[config.mk]
export PLATFORM = sky130hd
export DESIGN_NAME = nes_cpu_sequencer
export DESIGN_NICKNAME = d
export VERILOG_FILES = /design/src/rtl/nes_cpu_sequencer.sv
export SDC_FILE = /design/constraint.sdc
export NUM_CORES = 1
export LEC_CHECK = 0
export CORE_ASPECT_RATIO = 1.2
export CORE_MARGIN = 2
export CORE_UTILIZATION = 40
export DETAILED_ROUTE_END_ITERATION = 10
export GPL_TIMING_DRIVEN = 0
export MAX_ROUTING_LAYER = met4
export PLACE_DENSITY = 0.6
export SLEW_MARGIN = 5
export SYNTH_ARGS = -nofsm -noshare
export SYNTH_HDL_FRONTEND = slang
export SYNTH_SLANG_ARGS = --single-unit
[constraint.sdc]
create_clock -name clock -period 4 [get_ports clock]
set_input_delay 0.6 -clock clock [delete_from_list [all_inputs] [get_ports clock]]
set_output_delay 0.6 -clock clock [all_outputs]
set_load 0.05 [all_outputs]
[src/rtl/nes_cpu_sequencer.sv]
// nes_cpu_sequencer
//   Bus-cycle-accurate 6502-subset CPU core for the NES top level. One CPU
//   cycle lasts CLK_DIV board clocks; every architectural change (state,
//   registers, address, rw) commits on the last board clock of a CPU cycle.
//   After reset the core fetches the reset vector, then runs FETCH/EXEC
//   instruction cycles, with an extra WRITE cycle for STA and extra branch
//   cycles for taken branches.
//
// Build option:
//   CPU_PAGE_PENALTY_EN  when defined, a taken branch whose target lies in a
//                        different page than the post-operand PC spends one
//                        more cycle in BR_FIX (dummy read at the un-carried
//                        address). When undefined, taken branches always
//                        take 3 cycles.
//
// Parameters:
//   CLK_DIV       board clocks per CPU cycle (>= 2)
//   SAMPLE_PHASE  board clock index inside a CPU cycle at which data_in is latched
//   RESET_VECTOR  address of the reset vector low byte
//   STATUS_RESET  P register value after reset
//
// Ports:
//   clock        in   board clock
//   reset        in   synchronous, active-high reset
//   data_in      in   [7:0]  read data from the bus decode
//   address_out  out  [15:0] bus address, stable for a whole CPU cycle
//   data_out     out  [7:0]  write data, valid while rw=0
//   rw           out  1=read, 0=write
//   sync         out  high during the opcode-fetch CPU cycle
//   cpu_ce       out  one-clock pulse on the last board clock of each CPU cycle
//   illegal_op   out  one-clock pulse when an unsupported opcode executes
//   pc_dbg       out  [15:0] program counter
//   a_dbg, x_dbg, y_dbg, p_dbg  out [7:0] register taps

module nes_cpu_sequencer #(
  parameter int          CLK_DIV      = 12,
  parameter int          SAMPLE_PHASE = CLK_DIV - 1,
  parameter logic [15:0] RESET_VECTOR = 16'hFFFC,
  parameter logic [7:0]  STATUS_RESET = 8'h34
) (
  input  logic        clock,
  input  logic        reset,
  input  logic [7:0]  data_in,
  output logic [15:0] address_out,
  output logic [7:0]  data_out,
  output logic        rw,
  output logic        sync,
  output logic        cpu_ce,
  output logic        illegal_op,
  output logic [15:0] pc_dbg,
  output logic [7:0]  a_dbg,
  output logic [7:0]  x_dbg,
  output logic [7:0]  y_dbg,
  output logic [7:0]  p_dbg
);

  localparam int            PW         = (CLK_DIV > 2) ? $clog2(CLK_DIV) : 1;
  localparam logic [PW-1:0] LAST_PHASE = PW'(CLK_DIV - 1);
  localparam logic [PW-1:0] SAMPLE_IDX = PW'(SAMPLE_PHASE);

  typedef enum logic [2:0] {
    VEC_LO  = 3'd0,
    VEC_HI  = 3'd1,
    FETCH   = 3'd2,
    EXEC    = 3'd3,
    WRITE   = 3'd4,
    BR_TAKE = 3'd5,
    BR_FIX  = 3'd6
  } state_t;

  state_t        state_q, state_d;
  logic [PW-1:0] phase_q, phase_d;
  logic [7:0]    lat_q, lat_d;
  logic [7:0]    ir_q, ir_d;
  logic [7:0]    op_q, op_d;
  logic [15:0]   pc_q, pc_d;
  logic [7:0]    a_q, a_d;
  logic [7:0]    x_q, x_d;
  logic [7:0]    y_q, y_d;
  logic [7:0]    p_q, p_d;
  logic [15:0]   addr_q, addr_d;
  logic [7:0]    dout_q, dout_d;
  logic          rw_q, rw_d;
  logic          sync_q, sync_d;
  logic          ce_q, ce_d;
  logic          ill_q, ill_d;

  logic          commit;
  logic [7:0]    bus_data;
  logic [15:0]   pc_inc;
  logic [15:0]   target;
  logic          br_taken;
  logic          consume;
  logic          nz_en;
  logic [7:0]    nz_val;

  // Opcodes this core implements; everything else runs as a 1-byte NOP.
  function automatic logic is_supported(input logic [7:0] opc);
    logic ok;
    case (opc)
      8'hA9, 8'hA2, 8'hA0, 8'h29, 8'h09, 8'h49,
      8'hE8, 8'hC8, 8'h18, 8'h38, 8'hEA, 8'h85,
      8'h10, 8'h30, 8'h90, 8'hB0, 8'hD0, 8'hF0: ok = 1'b1;
      default:                                 ok = 1'b0;
    endcase
    return ok;
  endfunction

  // Next-state logic. The timebase runs every clock; the instruction state
  // machine only advances on the commit clock (last phase of a CPU cycle).
  always_comb begin
    state_d  = state_q;
    lat_d    = lat_q;
    ir_d     = ir_q;
    op_d     = op_q;
    pc_d     = pc_q;
    a_d      = a_q;
    x_d      = x_q;
    y_d      = y_q;
    p_d      = p_q;
    addr_d   = addr_q;
    dout_d   = dout_q;
    rw_d     = rw_q;
    sync_d   = sync_q;
    consume  = 1'b0;
    nz_en    = 1'b0;
    nz_val   = 8'h00;

    commit  = (phase_q == LAST_PHASE);
    phase_d = commit ? '0 : phase_q + 1'b1;
    ce_d    = (phase_d == LAST_PHASE);

    // When the sample point is the commit clock itself, the latch has not
    // been written yet, so the live bus value is forwarded.
    if (phase_q == SAMPLE_IDX) begin
      lat_d    = data_in;
      bus_data = data_in;
    end else begin
      bus_data = lat_q;
    end

    pc_inc = pc_q + 16'd1;
    target = pc_q + {{8{op_q[7]}}, op_q};

    // Branch condition uses P as committed by the previous instruction.
    case (ir_q)
      8'h10:   br_taken = ~p_q[7];
      8'h30:   br_taken =  p_q[7];
      8'h90:   br_taken = ~p_q[0];
      8'hB0:   br_taken =  p_q[0];
      8'hD0:   br_taken = ~p_q[1];
      8'hF0:   br_taken =  p_q[1];
      default: br_taken = 1'b0;
    endcase

    // The illegal pulse lines up with the cpu_ce of the EXEC cycle.
    ill_d = ce_d && (state_q == EXEC) && !is_supported(ir_q);

    if (commit) begin
      case (state_q)
        VEC_LO: begin
          pc_d[7:0] = bus_data;
          addr_d    = RESET_VECTOR + 16'd1;
          state_d   = VEC_HI;
        end
        VEC_HI: begin
          pc_d    = {bus_data, pc_q[7:0]};
          addr_d  = {bus_data, pc_q[7:0]};
          sync_d  = 1'b1;
          state_d = FETCH;
        end
        FETCH: begin
          ir_d    = bus_data;
          pc_d    = pc_inc;
          addr_d  = pc_inc;
          sync_d  = 1'b0;
          state_d = EXEC;
        end
        EXEC: begin
          op_d    = bus_data;
          state_d = FETCH;
          sync_d  = 1'b1;
          case (ir_q)
            8'hA9: begin a_d = bus_data;        nz_val = bus_data;        nz_en = 1'b1; consume = 1'b1; end
            8'hA2: begin x_d = bus_data;        nz_val = bus_data;        nz_en = 1'b1; consume = 1'b1; end
            8'hA0: begin y_d = bus_data;        nz_val = bus_data;        nz_en = 1'b1; consume = 1'b1; end
            8'h29: begin a_d = a_q & bus_data;  nz_val = a_q & bus_data;  nz_en = 1'b1; consume = 1'b1; end
            8'h09: begin a_d = a_q | bus_data;  nz_val = a_q | bus_data;  nz_en = 1'b1; consume = 1'b1; end
            8'h49: begin a_d = a_q ^ bus_data;  nz_val = a_q ^ bus_data;  nz_en = 1'b1; consume = 1'b1; end
            8'hE8: begin x_d = x_q + 8'd1;      nz_val = x_q + 8'd1;      nz_en = 1'b1; end
            8'hC8: begin y_d = y_q + 8'd1;      nz_val = y_q + 8'd1;      nz_en = 1'b1; end
            8'h18: p_d[0] = 1'b0;
            8'h38: p_d[0] = 1'b1;
            8'h85: begin
              consume = 1'b1;
              state_d = WRITE;
              sync_d  = 1'b0;
              rw_d    = 1'b0;
              dout_d  = a_q;
            end
            8'h10, 8'h30, 8'h90, 8'hB0, 8'hD0, 8'hF0: begin
              consume = 1'b1;
              if (br_taken) begin
                state_d = BR_TAKE;
                sync_d  = 1'b0;
              end
            end
            default: ;
          endcase
          if (consume) pc_d = pc_inc;
          // STA addresses zero page; everything else reads at the new PC
          // (the taken-branch dummy read happens there too).
          if (state_d == WRITE) addr_d = {8'h00, bus_data};
          else                  addr_d = consume ? pc_inc : pc_q;
          if (nz_en) begin
            p_d[7] = nz_val[7];
            p_d[1] = (nz_val == 8'h00);
          end
        end
        WRITE: begin
          rw_d    = 1'b1;
          dout_d  = 8'h00;
          addr_d  = pc_q;
          sync_d  = 1'b1;
          state_d = FETCH;
        end
        BR_TAKE: begin
          pc_d = target;
`ifdef CPU_PAGE_PENALTY_EN
          // Page crossed: the real part first reads with the un-carried high byte.
          if (target[15:8] != pc_q[15:8]) begin
            addr_d  = {pc_q[15:8], target[7:0]};
            state_d = BR_FIX;
          end else begin
            addr_d  = target;
            sync_d  = 1'b1;
            state_d = FETCH;
          end
`else
          addr_d  = target;
          sync_d  = 1'b1;
          state_d = FETCH;
`endif
        end
        BR_FIX: begin
          addr_d  = pc_q;
          sync_d  = 1'b1;
          state_d = FETCH;
        end
        default: begin
          addr_d  = RESET_VECTOR;
          rw_d    = 1'b1;
          sync_d  = 1'b0;
          state_d = VEC_LO;
        end
      endcase
    end
  end

  // All state and registered outputs; reset may land on any clock and
  // restarts the vector fetch from a clean phase.
  always_ff @(posedge clock) begin
    if (reset) begin
      state_q <= VEC_LO;
      phase_q <= '0;
      lat_q   <= 8'h00;
      ir_q    <= 8'h00;
      op_q    <= 8'h00;
      pc_q    <= 16'h0000;
      a_q     <= 8'h00;
      x_q     <= 8'h00;
      y_q     <= 8'h00;
      p_q     <= STATUS_RESET;
      addr_q  <= RESET_VECTOR;
      dout_q  <= 8'h00;
      rw_q    <= 1'b1;
      sync_q  <= 1'b0;
      ce_q    <= 1'b0;
      ill_q   <= 1'b0;
    end else begin
      state_q <= state_d;
      phase_q <= phase_d;
      lat_q   <= lat_d;
      ir_q    <= ir_d;
      op_q    <= op_d;
      pc_q    <= pc_d;
      a_q     <= a_d;
      x_q     <= x_d;
      y_q     <= y_d;
      p_q     <= p_d;
      addr_q  <= addr_d;
      dout_q  <= dout_d;
      rw_q    <= rw_d;
      sync_q  <= sync_d;
      ce_q    <= ce_d;
      ill_q   <= ill_d;
    end
  end

  assign address_out = addr_q;
  assign data_out    = dout_q;
  assign rw          = rw_q;
  assign sync        = sync_q;
  assign cpu_ce      = ce_q;
  assign illegal_op  = ill_q;
  assign pc_dbg      = pc_q;
  assign a_dbg       = a_q;
  assign x_dbg       = x_q;
  assign y_dbg       = y_q;
  assign p_dbg       = p_q;

endmodule

## Word-level counts from Yosys, hierarchy flattened

Cells that the tools add are included.

- Word-level logic and storage cells: 125
- Bits in registers: 102

- $add $sub $neg: 5
- Equality and inequality tests: 28
- Bitwise logic cells: 8
- Mux-type cells: 34
- Reduce and logical (&&, ||, !) cells: 32

Operator list:

| operator | count |
|---|---|
| one-hot mux 16 bit (6 select lines) | 1 |
| one-hot mux 8 bit (4 select lines) | 3 |
| == test 8 bit (second input constant) | 11 |
| one-hot mux 8 bit (2 select lines) | 3 |
| one-hot mux 8 bit (6 select lines) | 1 |
| 2-to-1 mux 16 bit | 2 |
| 2-to-1 mux 8 bit | 4 |
| == test 8 x 6 -> 1 bit (second input constant) | 3 |
| AND reduction 3 bit | 7 |
| OR reduction 18 bit | 1 |
| adder 16 x 1 -> 16 bit (second input constant) | 1 |
| adder 16 bit | 1 |
| adder 8 x 1 -> 8 bit (second input constant) | 2 |
| == test 8 x 5 -> 1 bit (second input constant) | 2 |
| OR reduction 13 bit | 1 |
| == test 3 bit (second input constant) | 4 |
| one-hot mux 3 bit (4 select lines) | 1 |
| nonzero test 4 bit | 3 |
| AND reduction 2 bit | 5 |
| 2-to-1 mux 1 bit | 9 |
| 2-to-1 mux 3 bit | 3 |
| bitwise AND 8 bit | 1 |
| == test 4 bit (second input constant) | 2 |
| == test 8 x 4 -> 1 bit (second input constant) | 1 |
| other kinds (24) | 35 |

## Depth between registers and ports, before layout

- Word-level depth: 9
- Depth in mapped cells: 13

## Worst setup path before layout

No wires, ideal clock.

- Path type: reg2reg
- Start: register phase_q[0]
- End: register p_q[1], in the netlist p_dbg[1]
- Setup time: 87 ps
- Arrival time: 3,270 ps
- Clock period less this slack: 3,357 ps
- Data required time: 3,913 ps
- Stages on the path, launching flop included: 13
- Slack: 643 ps
- Cells stage by stage: dfxtp_1 -> ha_1 -> and3b_1 -> clkbuf_1 -> buf_1 -> mux2i_1 -> ha_1 -> nor2b_1 -> o32ai_1 -> or4_1 -> o41ai_1 -> nand4_1 -> o31ai_1

- Word-level cells in the longest chain between the ends: 7
- Elaborated cells on any way between the ends: 10
- Those cells by class: eq/ne (1); mux (4); bitwise (3); reduce/logical (2)

Ends and longest elaborated chain:

| what | RTL line | text |
|---|---|---|
| start, declared | 72 | `logic [PW-1:0] phase_q, phase_d;` |
| start signal, assigned | 282 | `phase_q <= phase_d;` |
| == test 4 bit * | 129, 135 |  |
| 2-to-1 mux 8 bit | - |  |
| bitwise XOR 8 bit, or another cell as far along | 189 | `8'h49: begin a_d = a_q ^ bus_data; nz_val = a_q ^ bus_data; nz_en = 1'b1; consume = 1'b1; end` |
| one-hot mux 8 bit (6 select lines) | 183 | `case (ir_q)` |
| 2-to-1 mux 8 bit | 160 | `case (state_q)` |
| 2-to-1 mux 8 bit | 159 | `if (commit) begin` |
| zero test 8 bit | 217 | `p_d[1] = (nz_val == 8'h00);` |
| end signal, assigned | 290 | `p_q <= p_d;` |
| end, declared | 80 | `logic [7:0] p_q, p_d;` |

Every way passes the cells marked *; elsewhere a longest branch is shown, timed or not. The select of a mux whose other input is x is not followed.
A chain may end at the register's enable or synchronous reset.

## Final worst setup path

- Start: register phase_q[0]
- End: register p_q[1], in the netlist p_dbg[1]

- Word-level cells in the longest chain between the ends: 7
- Elaborated cells on any way between the ends: 10
- Those cells by class: eq/ne (1); mux (4); bitwise (3); reduce/logical (2)

Ends and longest elaborated chain:

| what | RTL line | text |
|---|---|---|
| == test 4 bit * | 135 | `if (phase_q == SAMPLE_IDX) begin` |
| 2-to-1 mux 8 bit * | - |  |
| named net bus_data[5] | 89 | `logic [7:0] bus_data;` |
| bitwise XOR 8 bit, or another cell as far along | 189 |  |
| one-hot mux 8 bit (6 select lines) * | 183 |  |
| 2-to-1 mux 8 bit * | 160 |  |
| 2-to-1 mux 8 bit * | 159 |  |
| zero test 8 bit * | 217 |  |

The timed path passes the listed nets; every way through them passes the cells marked *. The select of a mux whose other input is x is not followed.

==> metrics.md <==
| Metric | Value |
|---|---|
| Fin. Hold Viols | 0 |
| Worst slew pin tran | about 1.1 ns |
| CTS max path bufs | 2 |
| Gate power share | 0.037 |
| Vias per cell | 6.015 |
| Pwr dens | 224.6 nW/um^2 |
| Post-layout worst setup margin | 0.1387 ns |
| Synth area leaders | dfxtp_1, ha_1, o21ai_0, a21oi_1, nor2_1 |
| Synthesized area | 7591 um^2 |
| Post-synth EDFFs | 0 |
| Post-Place Cells | 1345 |
| Later-pin clock latency in the skew report | between 0.3 and 0.4 ns |
| Status | finished clean |
| Top routing layer in use | met4 |
| Mapped Cells | 1007 |
| Setup TNS | 0 ns |
| DRT Pass-1 Iters | 5 |
| Met2 wire len | 15200 um |
| Crit path launch type | flop |
| Post-route met1 wirelength | around 13000 um |
| Cts bufs inserted | 9 |
| Final critical-path required period | 3.861 ns |
| Setup WS pre-CTS | -0.9250 ns |
| Crit Path Category | reg -> reg |
| Global-route wire length before repair | about 47000 um |
| I/O Buffers | 79 |
| Die Ht | around 150 um |
| DR iter-0 viols | between 600 and 700 |
| Die ar. | 20100 um^2 |
| Reg power frac | 0.496 |
| Largest net degree at the start of global routing | 19 |
| Setup crit end kind | flop |
| Area leader, netlist | dfxtp_1 |
| Total number of vias | slightly above 8000 |
| Yosys warning count | 0 |
| DRC Markers | 0 |
| RSZ-0062 raised after global routing | no |
| Clock Tree Root | clkbuf_16 |
| Diode count | 0 |
| Clock skew | 0.01007 ns |
| Clock transition at the registers of the reported paths | about 0.080 ns |
| Yosys top cell area share | 0.2690 |
| Layout cells sized above 1 | 0.06745 |
| Fillers | 1897 |
| CTS tree | built |
| Synth cell types | 77 |
| F_max | 0.2590 GHz |
| Die W | 129.8 um |
| Worst Path Max Fanout | 5 |
| ANT nets after route | 0 |
| Clock Power Share | 0.467 |
| # setup viols final | 0 |
| Gp weighted congestion | 1.033 |
| Critical Path, Cell by Cell | ha_1, and3b_1, clkbuf_1, mux2i_1, inv_1, ha_1, inv_1, o32ai_1, or4_1, o41ai_4, nand4_1, o31ai_1 |
| Post-layout net count | 1154 |
| Number of max-cap violations | 0 |
| Core area | between 15000 and 20000 um^2 |
| Leakage | 3.125 nW |
| Clk sinks | roughly 100 |
| Vias in the first global route | 7741 |
| Hold Crit Class | reg -> reg |
| GRT Resource Usage Total | 0.3236 |
| Initial Util | 0.4055 |
| Fin cells | 1368 |
| Seq/Total Area, Yosys | 0.2690 |
| Io pins | 86 |
| Detailed Route WL | 31590 um |
| H-tree Lvls | 3 |
| Average routed wire per standard cell | 23.09 um |
| Syn-to-layout area delta | 20.62% |
| Switching Share | 0.2549 |
| Critical path's slowest cell | or4_1 |
| #FFs+latches synth | 102 |
| Detail Route met3 WL | 1457 um |
| Slew Limit Fails | 0 |
| Maximum vdd drop | 0.0001746 V |
| Critical path arrival | 4.15 ns |
| Int Pwr | about 1.5 mW |
| Top FF cell, synth | dfxtp_1 |
| Net Switching | 0.5243 mW |
| Rows | 55 |
| Max incr delay on CP | between 0.5 and 0.6 ns |
| Async SR Flop Fraction | 0 |
| Dpl hpwl | approximately 24000 um |
| Total gr overflow | 0 |
| Syn Area/Cell | roughly 7.5 um^2 |
| Data required, critical path | 4.29 ns |
| Antenna violations before repair | 0 |
| Final worst path period share | 0.9653 |
| Relative slew slack | 0.2696 |
==> stage by stage <==
| step | power, mW | hold WS (ns) | utilization | instance area [um^2] |
|---|---|---|---|---|
| floorplan | 1.080 | 0.4300 | - | 7602 |
| global placement | 1.117 | 0.4467 | 0.4655 | 8713 |
| detailed placement | 1.117 | 0.4548 | 0.4655 | 8713 |
| CTS | 2.065 | 0.4654 | 0.4854 | 9086 |
| global route | 2.116 | 0.4915 | 0.4892 | 9156 |
| finish | 2.056 | 0.4650 | 0.4892 | 9156 |
==> Yosys cell counts (11+ instances only) <==
cell type,count
dfxtp_1,102
nor2_1,97
nand2_1,78
o21ai_0,77
a21oi_1,76
clkbuf_1,58
inv_1,41
nand3_1,38
ha_1,36
nor3_1,28
o211ai_1,28
xnor2_1,23
mux2i_1,19
a211oi_1,17
a21o_1,15
nor2b_1,15
a221oi_1,14
nor4_1,14
xor2_1,13
a22oi_1,12
nand2b_1,11
==> kinds of logic after synthesis <==
| family | share of synthesized area |
|---|---|
| AO/OA/AOI/OAI | 0.2904 |
| flip-flops | 0.2690 |
| AND/OR/NAND/NOR | 0.2438 |
| other | 0.0009893 |
| buffers and inverters | 0.06577 |
| multiplexers | 0.02654 |
| XOR/XNOR | 0.04154 |
| adder cells (fa/ha/maj) | 0.06197 |
==> placed cells by master (no fill, tap or decap), types with 8 or more instances in the layout <==
cell type	Yosys	layout
nand2_1	78	78
a211oi_1	17	17
and3_1	10	10
nor3_1	28	28
a22oi_1	12	12
nand3_1	38	38
a21oi_1	76	76
o22ai_1	10	10
o21a_1	8	8
ha_1	36	36
clkdlybuf4s50_1	0	79
clkbuf_16	0	9
xnor2_1	23	23
nor4_1	14	13
o41ai_1	10	9
nand4_1	10	10
dfxtp_1	102	102
o21ai_0	77	77
nor2_1	97	97
buf_4	5	12
xor2_1	13	13
nor2b_1	15	15
o211ai_1	28	28
nand2b_1	11	11
clkbuf_1	58	58
inv_1	41	40
a221oi_1	14	14
mux2i_1	19	13
a21o_1	15	15
buf_1	10	9
==> power groups by stage <==
stage | combinational, mW | sequential [mW] | clock (mW)
floorplan | 0.0366 | 1.04 | 0
global placement | 0.0737 | 1.04 | 0
detailed placement | 0.0733 | 1.04 | 0
CTS | 0.0747 | 1.02 | 0.971
global route | 0.0799 | 1.02 | 1.02
finish | 0.0768 | 1.02 | 0.960
==> final cells by class <==
cell class	count	area [um^2]	share of cell area
multi-input combinational	786	5135	0.5608
sequential	102	2042	0.2230
timing repair buffer	86	843.3	0.09210
buffer	81	352.8	0.03854
tap	256	320.3	0.03498
clock buffer	9	225.2	0.02460
inverter	41	157.7	0.01722
clock inverter	7	80.08	0.008746
==> what timing repair did <==
action	CTS	global route
gates resized for setup	12	3
hold buffers	0	0
endpoints found under the setup margin	2	1
buffers inserted	0	7
==> routing by layer <==
layer,GRT usage,up-vias
met5,-,-
met4,0.1818,0
met3,0.03714,100
met2,0.5335,286
met1,0.3809,3934
li1,-,3908
==> flip-flops by register name, indices dropped and copies added, names as in the netlist <==
register	count
illegal_op	1
cpu_ce	1
address_out	16
state_q	3
data_out	8
lat_q	8
x_dbg	8
a_dbg	8
phase_q	4
y_dbg	8
pc_dbg	16
rw	1
p_dbg	3
sync	1
ir_q	8
op_q	8
==> final timing paths <==
path                    from       end  slack [ns]  cells past startpoint
hold reg to reg      op_q[6]   op_q[6]        0.46                      2
setup / recovery  phase_q[0]  p_dbg[1]        0.14                     12
hold / removal       op_q[6]   op_q[6]        0.46                      2
setup reg to reg  phase_q[0]  p_dbg[1]        0.14                     12
==> worst max-delay path: cells and delay by family (launching register included) <==
family	cells	cell delay [ns]
AND/OR/NAND/NOR	3	0.88
AO/OA/AOI/OAI	3	0.80
buffers and inverters	3	0.65
adder cells (fa/ha/maj)	2	0.52
multiplexers	1	0.52
flip-flops	1	0.39
Note: power is estimated with default switching activity, not from simulation.
